File: config.mk
export PLATFORM = sky130hd
export DESIGN_NAME = dir_access_arbiter_flat
export DESIGN_NICKNAME = d
export VERILOG_FILES = /design/src/rtl/dir_access_arbiter_if.sv /design/src/rtl/dir_access_arbiter.sv /design/src/flat_wrapper.sv
export SDC_FILE = /design/constraint.sdc
export NUM_CORES = 1
export LEC_CHECK = 0
export CAP_MARGIN = 20
export CORE_AREA = 2 2 117 119
export CTS_BUF_LIST = sky130_fd_sc_hd__clkbuf_8
export CTS_CLUSTER_SIZE = 30
export DETAILED_ROUTE_END_ITERATION = 6
export DIE_AREA = 0 0 119 121
export HOLD_SLACK_MARGIN = 0.12
export PLACE_DENSITY = 0.76
export SLEW_MARGIN = 20
export SYNTH_ARGS = -nofsm -noshare
export SYNTH_HDL_FRONTEND = slang
export SYNTH_SLANG_ARGS = --single-unit
export TNS_END_PERCENT = 10
File: constraint.sdc
create_clock -name clk -period 2.86 [get_ports clk]
set_clock_uncertainty 0.1 [all_clocks]
set_input_delay 0.286 -clock clk [delete_from_list [all_inputs] [get_ports clk]]
set_output_delay 0.286 -clock clk [all_outputs]
set_load 0.02 [all_outputs]
File: src/rtl/dir_access_arbiter_if.sv
// Bus bundle between the directory access arbiter, its two requesters
// and the TIDC coherence directory. The arbiter sits on the slave modport.
interface dir_access_arbiter_if;
    // Requester side: request, lookup response, commit
    logic [1:0]   req_valid;
    logic [1:0]   req_ready;
    logic [127:0] req_addr;
    logic         rsp_valid;
    logic         rsp_id;
    logic [2:0]   rsp_state;
    logic [1:0]   rsp_presence;
    logic [1:0]   rsp_tip;
    logic         cmt_valid;
    logic         cmt_id;
    logic         cmt_write;
    logic [2:0]   cmt_state;
    logic [1:0]   cmt_presence;
    logic [1:0]   cmt_tip;
    logic         cmt_ready;
    // Directory side: lookup and update ports
    logic         dir_lookup_req;
    logic [63:0]  dir_lookup_addr;
    logic [2:0]   dir_lookup_state;
    logic [1:0]   dir_lookup_presence;
    logic [1:0]   dir_lookup_tip_state;
    logic         dir_update_req;
    logic [63:0]  dir_update_addr;
    logic [2:0]   dir_update_state;
    logic [1:0]   dir_update_presence;
    logic [1:0]   dir_update_tip_state;
    logic         dir_update_done;

    modport slave (
        input  req_valid, req_addr,
        input  cmt_valid, cmt_id, cmt_write, cmt_state, cmt_presence, cmt_tip,
        input  dir_lookup_state, dir_lookup_presence, dir_lookup_tip_state,
        input  dir_update_done,
        output req_ready,
        output rsp_valid, rsp_id, rsp_state, rsp_presence, rsp_tip,
        output cmt_ready,
        output dir_lookup_req, dir_lookup_addr,
        output dir_update_req, dir_update_addr, dir_update_state,
        output dir_update_presence, dir_update_tip_state
    );

    modport master (
        output req_valid, req_addr,
        output cmt_valid, cmt_id, cmt_write, cmt_state, cmt_presence, cmt_tip,
        output dir_lookup_state, dir_lookup_presence, dir_lookup_tip_state,
        output dir_update_done,
        input  req_ready,
        input  rsp_valid, rsp_id, rsp_state, rsp_presence, rsp_tip,
        input  cmt_ready,
        input  dir_lookup_req, dir_lookup_addr,
        input  dir_update_req, dir_update_addr, dir_update_state,
        input  dir_update_presence, dir_update_tip_state
    );
endinterface

File: src/rtl/dir_access_arbiter.sv
// Serializes directory read-modify-write slots between the L1 acquire
// handler (requester 0) and the release/probe handler (requester 1).
// A slot is lookup -> response -> commit/abort -> optional update; only one
// is in flight at a time, and a watchdog aborts a slot whose owner stalls.
module dir_access_arbiter #(
    parameter int TIMEOUT_CYCLES = 64,
    parameter int TIMER_W        = 8
) (
    input  logic                 clk,
    input  logic                 rst,
    dir_access_arbiter_if.slave  bus,
    output logic                 busy,
    output logic                 timeout_err
);
    typedef enum logic [2:0] {
        S_IDLE, S_LOOKUP, S_RESP, S_WAIT_CMT, S_UPDATE
    } state_t;

    localparam logic [TIMER_W-1:0] TIMEOUT_LAST = TIMER_W'(TIMEOUT_CYCLES - 1);
    localparam logic               WDOG_ON      = (TIMEOUT_CYCLES != 0);

    state_t             r_state;
    logic               r_rr_ptr;
    logic               r_owner;
    logic [TIMER_W-1:0] r_timer;
    logic [63:0]        r_addr;
    logic [2:0]         r_rsp_state;
    logic [1:0]         r_rsp_presence;
    logic [1:0]         r_rsp_tip;
    logic [2:0]         r_upd_state;
    logic [1:0]         r_upd_presence;
    logic [1:0]         r_upd_tip;
    logic               r_lookup_req;
    logic               r_rsp_valid;
    logic               r_update_req;
    logic               r_busy;

    logic               w_winner;
    logic               w_grant;
    logic               w_cmt_accept;
    logic               w_timeout;

    // Pick the winner: a lone requester wins, a tie goes to the round-robin pointer
    always_comb begin
        w_winner = 1'b0;
        unique case (bus.req_valid)
            2'b01:   w_winner = 1'b0;
            2'b10:   w_winner = 1'b1;
            2'b11:   w_winner = r_rr_ptr;
            default: w_winner = 1'b0;
        endcase
    end

    assign w_grant      = (r_state == S_IDLE) && (bus.req_valid != 2'b00);
    // Only the slot owner may commit; foreign commits are never acknowledged
    assign w_cmt_accept = (r_state == S_WAIT_CMT) && bus.cmt_valid && (bus.cmt_id == r_owner);
    // A commit landing on the last allowed cycle beats the watchdog
    assign w_timeout    = WDOG_ON && (r_state == S_WAIT_CMT) &&
                          (r_timer == TIMEOUT_LAST) && !w_cmt_accept;

    assign bus.req_ready = w_grant ? (w_winner ? 2'b10 : 2'b01) : 2'b00;
    assign bus.cmt_ready = w_cmt_accept;

    assign bus.dir_lookup_req       = r_lookup_req;
    assign bus.dir_lookup_addr      = r_addr;
    assign bus.rsp_valid            = r_rsp_valid;
    assign bus.rsp_id               = r_owner;
    assign bus.rsp_state            = r_rsp_state;
    assign bus.rsp_presence         = r_rsp_presence;
    assign bus.rsp_tip              = r_rsp_tip;
    assign bus.dir_update_req       = r_update_req;
    assign bus.dir_update_addr      = r_addr;
    assign bus.dir_update_state     = r_upd_state;
    assign bus.dir_update_presence  = r_upd_presence;
    assign bus.dir_update_tip_state = r_upd_tip;
    assign busy                     = r_busy;
    assign timeout_err              = w_timeout;

    // Slot FSM with registered strobes; reset abandons any slot in flight
    always_ff @(posedge clk) begin
        if (rst) begin
            r_state        <= S_IDLE;
            r_rr_ptr       <= 1'b0;
            r_owner        <= 1'b0;
            r_timer        <= '0;
            r_addr         <= '0;
            r_rsp_state    <= '0;
            r_rsp_presence <= '0;
            r_rsp_tip      <= '0;
            r_upd_state    <= '0;
            r_upd_presence <= '0;
            r_upd_tip      <= '0;
            r_lookup_req   <= 1'b0;
            r_rsp_valid    <= 1'b0;
            r_update_req   <= 1'b0;
            r_busy         <= 1'b0;
        end else begin
            r_lookup_req <= 1'b0;
            r_rsp_valid  <= 1'b0;
            case (r_state)
                S_IDLE: begin
                    if (w_grant) begin
                        r_addr       <= w_winner ? bus.req_addr[127:64] : bus.req_addr[63:0];
                        r_owner      <= w_winner;
                        r_rr_ptr     <= ~w_winner;
                        r_lookup_req <= 1'b1;
                        r_busy       <= 1'b1;
                        r_state      <= S_LOOKUP;
                    end
                end
                S_LOOKUP: begin
                    r_rsp_state    <= bus.dir_lookup_state;
                    r_rsp_presence <= bus.dir_lookup_presence;
                    r_rsp_tip      <= bus.dir_lookup_tip_state;
                    r_rsp_valid    <= 1'b1;
                    r_state        <= S_RESP;
                end
                S_RESP: begin
                    r_timer <= '0;
                    r_state <= S_WAIT_CMT;
                end
                S_WAIT_CMT: begin
                    if (w_cmt_accept) begin
                        if (bus.cmt_write) begin
                            r_upd_state    <= bus.cmt_state;
                            r_upd_presence <= bus.cmt_presence;
                            r_upd_tip      <= bus.cmt_tip;
                            r_update_req   <= 1'b1;
                            r_state        <= S_UPDATE;
                        end else begin
                            r_busy  <= 1'b0;
                            r_state <= S_IDLE;
                        end
                    end else if (w_timeout) begin
                        r_busy  <= 1'b0;
                        r_state <= S_IDLE;
                    end else begin
                        r_timer <= r_timer + 1'b1;
                    end
                end
                S_UPDATE: begin
                    if (bus.dir_update_done) begin
                        r_update_req <= 1'b0;
                        r_busy       <= 1'b0;
                        r_state      <= S_IDLE;
                    end
                end
                default: begin
                    r_update_req <= 1'b0;
                    r_busy       <= 1'b0;
                    r_state      <= S_IDLE;
                end
            endcase
        end
    end
endmodule

File: src/flat_wrapper.sv
// flat-port wrapper written by rule: the top's interface ports become plain ports
module dir_access_arbiter_flat 
#(
    parameter int TIMEOUT_CYCLES = 64,
    parameter int TIMER_W        = 8
)
  (clk, rst, busy, timeout_err, bus_req_valid, bus_req_addr, bus_cmt_valid, bus_cmt_id, bus_cmt_write, bus_cmt_state, bus_cmt_presence, bus_cmt_tip, bus_dir_lookup_state, bus_dir_lookup_presence, bus_dir_lookup_tip_state, bus_dir_update_done, bus_req_ready, bus_rsp_valid, bus_rsp_id, bus_rsp_state, bus_rsp_presence, bus_rsp_tip, bus_cmt_ready, bus_dir_lookup_req, bus_dir_lookup_addr, bus_dir_update_req, bus_dir_update_addr, bus_dir_update_state, bus_dir_update_presence, bus_dir_update_tip_state);
  dir_access_arbiter_if bus_i ();
  input  logic clk;
  input  logic rst;
  output logic busy;
  output logic timeout_err;
  input wire logic [$bits(bus_i.req_valid)-1:0] bus_req_valid;
  input wire logic [$bits(bus_i.req_addr)-1:0] bus_req_addr;
  input wire logic [$bits(bus_i.cmt_valid)-1:0] bus_cmt_valid;
  input wire logic [$bits(bus_i.cmt_id)-1:0] bus_cmt_id;
  input wire logic [$bits(bus_i.cmt_write)-1:0] bus_cmt_write;
  input wire logic [$bits(bus_i.cmt_state)-1:0] bus_cmt_state;
  input wire logic [$bits(bus_i.cmt_presence)-1:0] bus_cmt_presence;
  input wire logic [$bits(bus_i.cmt_tip)-1:0] bus_cmt_tip;
  input wire logic [$bits(bus_i.dir_lookup_state)-1:0] bus_dir_lookup_state;
  input wire logic [$bits(bus_i.dir_lookup_presence)-1:0] bus_dir_lookup_presence;
  input wire logic [$bits(bus_i.dir_lookup_tip_state)-1:0] bus_dir_lookup_tip_state;
  input wire logic [$bits(bus_i.dir_update_done)-1:0] bus_dir_update_done;
  output wire logic [$bits(bus_i.req_ready)-1:0] bus_req_ready;
  output wire logic [$bits(bus_i.rsp_valid)-1:0] bus_rsp_valid;
  output wire logic [$bits(bus_i.rsp_id)-1:0] bus_rsp_id;
  output wire logic [$bits(bus_i.rsp_state)-1:0] bus_rsp_state;
  output wire logic [$bits(bus_i.rsp_presence)-1:0] bus_rsp_presence;
  output wire logic [$bits(bus_i.rsp_tip)-1:0] bus_rsp_tip;
  output wire logic [$bits(bus_i.cmt_ready)-1:0] bus_cmt_ready;
  output wire logic [$bits(bus_i.dir_lookup_req)-1:0] bus_dir_lookup_req;
  output wire logic [$bits(bus_i.dir_lookup_addr)-1:0] bus_dir_lookup_addr;
  output wire logic [$bits(bus_i.dir_update_req)-1:0] bus_dir_update_req;
  output wire logic [$bits(bus_i.dir_update_addr)-1:0] bus_dir_update_addr;
  output wire logic [$bits(bus_i.dir_update_state)-1:0] bus_dir_update_state;
  output wire logic [$bits(bus_i.dir_update_presence)-1:0] bus_dir_update_presence;
  output wire logic [$bits(bus_i.dir_update_tip_state)-1:0] bus_dir_update_tip_state;
  assign bus_i.req_valid = bus_req_valid;
  assign bus_i.req_addr = bus_req_addr;
  assign bus_i.cmt_valid = bus_cmt_valid;
  assign bus_i.cmt_id = bus_cmt_id;
  assign bus_i.cmt_write = bus_cmt_write;
  assign bus_i.cmt_state = bus_cmt_state;
  assign bus_i.cmt_presence = bus_cmt_presence;
  assign bus_i.cmt_tip = bus_cmt_tip;
  assign bus_i.dir_lookup_state = bus_dir_lookup_state;
  assign bus_i.dir_lookup_presence = bus_dir_lookup_presence;
  assign bus_i.dir_lookup_tip_state = bus_dir_lookup_tip_state;
  assign bus_i.dir_update_done = bus_dir_update_done;
  assign bus_req_ready = bus_i.req_ready;
  assign bus_rsp_valid = bus_i.rsp_valid;
  assign bus_rsp_id = bus_i.rsp_id;
  assign bus_rsp_state = bus_i.rsp_state;
  assign bus_rsp_presence = bus_i.rsp_presence;
  assign bus_rsp_tip = bus_i.rsp_tip;
  assign bus_cmt_ready = bus_i.cmt_ready;
  assign bus_dir_lookup_req = bus_i.dir_lookup_req;
  assign bus_dir_lookup_addr = bus_i.dir_lookup_addr;
  assign bus_dir_update_req = bus_i.dir_update_req;
  assign bus_dir_update_addr = bus_i.dir_update_addr;
  assign bus_dir_update_state = bus_i.dir_update_state;
  assign bus_dir_update_presence = bus_i.dir_update_presence;
  assign bus_dir_update_tip_state = bus_i.dir_update_tip_state;
  dir_access_arbiter #(.TIMEOUT_CYCLES(TIMEOUT_CYCLES), .TIMER_W(TIMER_W)) u_core (.clk(clk), .rst(rst), .bus(bus_i), .busy(busy), .timeout_err(timeout_err));
endmodule
==> impl_metrics.tcl, run 1 <==
set metrics [dict create \
    status "finished, violations left" \
    violations "DRC" \
    critPathKind "register to output pin" \
    yosysWarnings 0 \
    power.density_nw_per_um2 561 \
    synthTopCellsByArea "dfxtp_1, a222oi_1, buf_4" \
    highest_layer "met4" \
    synth_seq_cells 95 \
    drv_slew 0 \
    synth_top_family_by_area "compound AO/OA/AOI/OAI gates" \
    min_from "rst" \
    grt_usage_pct 19.2 \
    final_layout_size_suffix_gt1_share_pct 4.29 \
    r2r_setup_slack_ps 610 \
    syn-num-nets 585 \
    synth_cells 434 \
    synth_common_cells "dfxtp_1, nor2_1, buf_4, a222oi_1, clkbuf_1" \
    rows 42 \
    syn_avg_cell_area_sq_um 9.70 \
    gp_congestion 0.902 \
    cp.required_ps 2470 \
    finish.net_count 800 \
    cap_violations 0 \
    worstPathCellList "ha_1 -> nor4bb_1 -> and3_1 -> clkdlybuf4s50_1" \
    yosysSeqAreaShare_pct 45.2 \
    synth_top_area_cell "dfxtp_1" \
    coreArea_sq_um 13100 \
    endpoint "timeout_err" \
    clk_latency_ps 370 \
    cts_setup_buffers 0 \
    dp_hpwl_um 10700 \
    cpMaxStageDelayCell "clkdlybuf4s50_1" \
    ys_async_sr_fraction_pct 0 \
    diodes 0 \
    tritoncts "done" \
    synth-compound-area-share_pct 20.2 \
    holdPathStages 2 \
    cts_max_level 3 \
    critPathMaxStageDelay_ps 610 \
    hold_viol_final 0 \
    dp_cells 814 \
    final_util_pct 53.6 \
    cts-resized-gates 0 \
    path_clk_slew_ps 80 \
    grt_max_degree 66 \
    cts_buffers 9 \
    grt_pass1_vias 4279 \
    first_iter_violations 493 \
    drc 9 \
    fin_cells 829 \
    stdcell_area_sq_um 7010 \
    clockBufferDepth 2 \
    fmax_mhz 375 \
    dieArea_sq_um 14400 \
    finalCriticalPeriod_ps 2670 \
    crit_path_start "u_core.r_timer[0]$_SDFFE_PP0P_" \
    route.met2.wl_um 7630 \
    critPathLaunchType "register" \
    grt_pass1_wl_um 22000 \
    die_h_um 121 \
    rsz0062_at_grt "no" \
    crit_family "buffers and inverters" \
    synth_cell_types 45 \
    syn2layout_area_growth_pct 66.5 \
    setup_viol 0 \
    cts_root_buf "clkbuf_8" \
    cp_max_fo 6 \
    die_x_um 119 \
    r2r_cells 5 \
    reg2reg_from "u_core.r_state[2]$_SDFFE_PP0P_" \
    antenna_found_initial 0 \
    viasPerCell 5.11 \
    fin_crit_sh_pct 93.3 \
    synth_most_common_cell "dfxtp_1" \
    wl_met3_um 1080 \
    synth.top_cell.area_share_pct 45.2 \
    routed_wl_um 14600 \
    p_leak_nw 2.53 \
    initial_core_util_pct 32.2 \
    muxShareOfSynthArea_pct 3.57 \
    postPlaceCellArea_sq_um 6810 \
    finalSetupTns_ps 0 \
    setup_ws_ps 192 \
    synth_flop_cell "dfxtp_1" \
    ir_drop_v 0.000246 \
    netlist_area_sq_um 4210 \
    port_buffers 300 \
    wl_per_cell_um 17.6 \
    firstDrtPassIters 7 \
    max_slew_margin_pct 49.4 \
    cts_sinks 95 \
    dp_slack_ps 409 \
    worstSetupPathDepth 4 \
    dr_total_vias 4239 \
    crit_arrival_ps 2280 \
    synth-adder-area-share_pct 0.297 \
    grt-ovfl-total 0 \
    num_io_pins 301 \
    worstMarginPinSlew_ps 759 \
    synth_simple_gate_area_share_pct 13.4 \
    crit_path_end_kind "output pin" \
    hold_buffers 0 \
    critPathBufInv 1 \
    synth_xor_xnor_area_share_pct 0.416 \
    hp-class "input pin to register" \
    drt-met1-wl_um 5610 \
    reg2reg_to "u_core.bus.dir_lookup_addr[25]$_SDFFE_PP0P_" \
    antenna_left 0 \
    synth-edff-count 0 \
]
[worst min path at each step]
stage / slack, ps / to
floorplan: 330 / u_core.bus.dir_update_presence[0]$_SDFFE_PP0P_
global placement: 370 / u_core.bus.dir_update_tip_state[1]$_SDFFE_PP0P_
detailed placement: 380 / u_core.bus.rsp_state[2]$_SDFFE_PP0P_
CTS: 350 / u_core.bus.dir_lookup_addr[23]$_SDFFE_PP0P_
global route: 410 / u_core.bus.dir_update_state[1]$_SDFFE_PP0P_
finish: 370 / u_core.bus.dir_lookup_addr[23]$_SDFFE_PP0P_
[area by class of cell]
| class | instances | area [sq um] |
|---|---|---|
| Clock buffer | 11 | 151 |
| Fill cell | 1128 | 6070 |
| Sequential cell | 95 | 1900 |
| Timing Repair Buffer | 305 | 3060 |
| Inverter | 5 | 18.8 |
| Multi-Input combinational cell | 233 | 1610 |
| Clock inverter | 4 | 46.3 |
| Tap cell | 176 | 220 |
[cell usage in the layout, fill, tap and decap left out, types with 2 or more instances in the layout]
| cell | Yosys | layout |
|---|---|---|
| buf_12 | 0 | 2 |
| a222oi_1 | 64 | 64 |
| buf_4 | 65 | 3 |
| dfxtp_1 | 95 | 95 |
| a21oi_1 | 8 | 8 |
| and2_1 | 3 | 3 |
| nand2_1 | 6 | 6 |
| and3_1 | 3 | 3 |
| clkdlybuf4s50_1 | 0 | 299 |
| a311o_1 | 2 | 2 |
| or4_1 | 4 | 4 |
| nor4bb_1 | 2 | 2 |
| nor3b_1 | 2 | 2 |
| o31ai_1 | 4 | 4 |
| a21boi_0 | 5 | 5 |
| nor2b_1 | 2 | 2 |
| clkbuf_8 | 1 | 11 |
| o21ai_0 | 4 | 4 |
| inv_1 | 5 | 6 |
| nand3_1 | 5 | 5 |
| nor2_1 | 82 | 82 |
| mux2i_1 | 15 | 15 |
[registers in the layout (all words and copies together) (netlist names), 2 cells and up]
signal	count
u_core.bus.dir_lookup_addr	64
u_core.r_timer	8
u_core.bus.dir_update_state	3
u_core.bus.rsp_state	3
u_core.r_state	3
u_core.bus.dir_update_presence	2
u_core.bus.dir_update_tip_state	2
u_core.bus.rsp_presence	2
u_core.bus.rsp_tip	2
[metrics by stage]
stage | power, W | hold slack (ps)
6_report | 0.00393 | 370
5_1_grt | 0.00412 | 407
4_1_cts | 0.00397 | 350
3_5_place_dp | 0.00306 | 384
3_3_place_gp | 0.00303 | 374
2_1_floorplan | 0.00244 | 333
[logic make-up after synthesis]
group                      count (synthesis)
and+or+nand+nor                          121
DFF                                       95
buffers and inverters                    106
AOI/OAI and AO/OA                         94
xor gates and xnor gates                   2
adders and majority gates                  1
muxes                                     15
[power by group]
group	total, W	internal [W]	switching, W
clock	0.000896	0.000443	0.000454
sequential	0.00158	0.00146	0.000121
combinational	0.00146	0.000748	0.000709
total	0.00393	0.00265	0.00128
[metal layers]
layer  track usage [%]  vias to the layer above
met5                 0                        -
met4              6.99                        0
met2              35.8                      205
met3              4.28                       19
met1              21.4                     2021
li1                  -                     1994
No activity file was read; power rests on OpenSTA's default activity.
==> inputs of run 2 (changes only) <==
--- a/config.mk
+++ b/config.mk
@@ -11,8 +11,9 @@
 export CTS_CLUSTER_SIZE = 30
 export DETAILED_ROUTE_END_ITERATION = 6
 export DIE_AREA = 0 0 119 121
-export HOLD_SLACK_MARGIN = 0.12
+export HOLD_SLACK_MARGIN = 0.03
 export PLACE_DENSITY = 0.76
+export REMOVE_ABC_BUFFERS = 1
 export SLEW_MARGIN = 20
 export SYNTH_ARGS = -nofsm -noshare
 export SYNTH_HDL_FRONTEND = slang
==> impl_metrics.tcl, run 2 (synthesis gave the netlist of run 1 again) <==
set metrics [dict create \
    reg2reg_from "u_core.r_state[2]$_SDFFE_PP0P_" \
    cts_max_level 3 \
    initial_core_util_pct 32.2 \
    critPathKind "register to output pin" \
    p_leak_nw 2.52 \
    dp_cells 815 \
    hold_buffers 0 \
    violations "DRC" \
    cap_violations 0 \
    finalCriticalPeriod_ps 2660 \
    cts_buffers 9 \
    endpoint "timeout_err" \
    crit_path_end_kind "output pin" \
    worstMarginPinSlew_ps 724 \
    final_util_pct 53.4 \
    grt_pass1_wl_um 22900 \
    reg2reg_to "u_core.bus.dir_lookup_addr[51]$_SDFFE_PP0P_" \
    dr_total_vias 4327 \
    cp.required_ps 2470 \
    num_io_pins 301 \
    drc 8 \
    diodes 0 \
    cts_sinks 95 \
    critPathLaunchType "register" \
    die_x_um 119 \
    syn2layout_area_growth_pct 65.9 \
    grt_max_degree 66 \
    port_buffers 300 \
    grt_pass1_vias 4267 \
    finalSetupTns_ps 0 \
    rsz0062_at_grt "no" \
    power.density_nw_per_um2 555 \
    fin_crit_sh_pct 93.2 \
    path_clk_slew_ps 90 \
    grt-ovfl-total 0 \
    stdcell_area_sq_um 6980 \
    final_common_cell "clkdlybuf4s50_1" \
    r2r_setup_slack_ps 570 \
    fin_cells 830 \
    antenna_left 0 \
    clk_latency_ps 360 \
    coreArea_sq_um 13100 \
    postPlaceCellArea_sq_um 6800 \
    cts_setup_buffers 0 \
    largest_reg_flops 64 \
    fillCellCount 1147 \
    antenna_found_initial 0 \
    crit_path_start "u_core.r_state[0]$_SDFFE_PP0P_" \
    max_slew_margin_pct 51.7 \
    cp_max_fo 11 \
    clockBufferDepth 2 \
    status "finished, violations left" \
    final_layout_size_suffix_gt1_share_pct 4.74 \
    firstDrtPassIters 7 \
    viasPerCell 5.21 \
    crit_arrival_ps 2280 \
    dp_hpwl_um 11500 \
    gp_congestion 0.854 \
    drv_slew 0 \
    die_h_um 121 \
    setup_ws_ps 195 \
    fmax_mhz 375 \
    wl_per_cell_um 19.0 \
    tritoncts "done" \
    final_cell_mix "clkdlybuf4s50_1, dfxtp_1, nor2_1, a222oi_1, mux2i_1" \
    setup_viol 0 \
    cts_root_buf "clkbuf_8" \
    ir_drop_v 0.000282 \
    r2r_cells 5 \
    first_iter_violations 511 \
    dieArea_sq_um 14400 \
    rows 42 \
    hp-class "input pin to register" \
    grt_usage_pct 20.3 \
    hold_viol_final 0 \
    finish.net_count 801 \
    cts-resized-gates 0 \
    routed_wl_um 15800 \
    dp_slack_ps 342 \
]
[run 2: cell type report]
cell class                      count  area, sq um  area share (%)
Timing Repair Buffer              306         3040            43.6
Clock buffer                       12          165            2.36
Sequential cell                    95         1900            27.2
Inverter                            5         18.8           0.269
Clock inverter                      3         17.5           0.251
Multi-Input combinational cell    233         1620            23.2
Tap cell                          176          220            3.15
[run 2: how the worst min path moves through the flow]
stage,cells after the start,end,from,slack (ps)
CTS,2,u_core.r_timer[0]$_SDFFE_PP0P_,rst,100
detailed placement,2,u_core.bus.dir_update_state[2]$_SDFFE_PP0P_,u_core.bus.dir_update_state[2]$_SDFFE_PP0P_,390
finish,2,u_core.r_timer[1]$_SDFFE_PP0P_,rst,130
global route,2,u_core.r_timer[1]$_SDFFE_PP0P_,rst,140
floorplan,1,u_core.r_state[0]$_SDFFE_PP0P_,rst,260
global placement,2,u_core.bus.rsp_presence[1]$_SDFFE_PP0P_,u_core.bus.rsp_presence[1]$_SDFFE_PP0P_,370
[run 2: metrics by stage]
step	hold slack, ps	total power [W]
6_report	125	0.00387
5_1_grt	138	0.00403
4_1_cts	96.2	0.00391
3_5_place_dp	387	0.00306
3_3_place_gp	372	0.00303
2_1_floorplan	255	0.00223
[run 2: power breakdown]
| group | leakage, nW | switching, W | internal, W |
|---|---|---|---|
| Clock | 0.0942 | 0.000456 | 0.000380 |
| Combinational | 1.65 | 0.000715 | 0.000743 |
| Sequential | 0.778 | 0.000125 | 0.00146 |
| Total | 2.52 | 0.00130 | 0.00258 |
[run 2: metal layers]
layer	global-route usage, %	vias to the layer above	wire length, um
met5	0	-	0
met2	35.1	221	7940
met3	3.76	27	1110
met1	25.1	2089	6330
li1	-	1990	-
met4	7.51	0	412
[run 2: critical path, cell delays in order, from the launching register on]
cell	delay, ps
dfxtp_1	540
and3b_1	240
a21boi_1	330
and3_1	210
clkdlybuf4s50_1	600
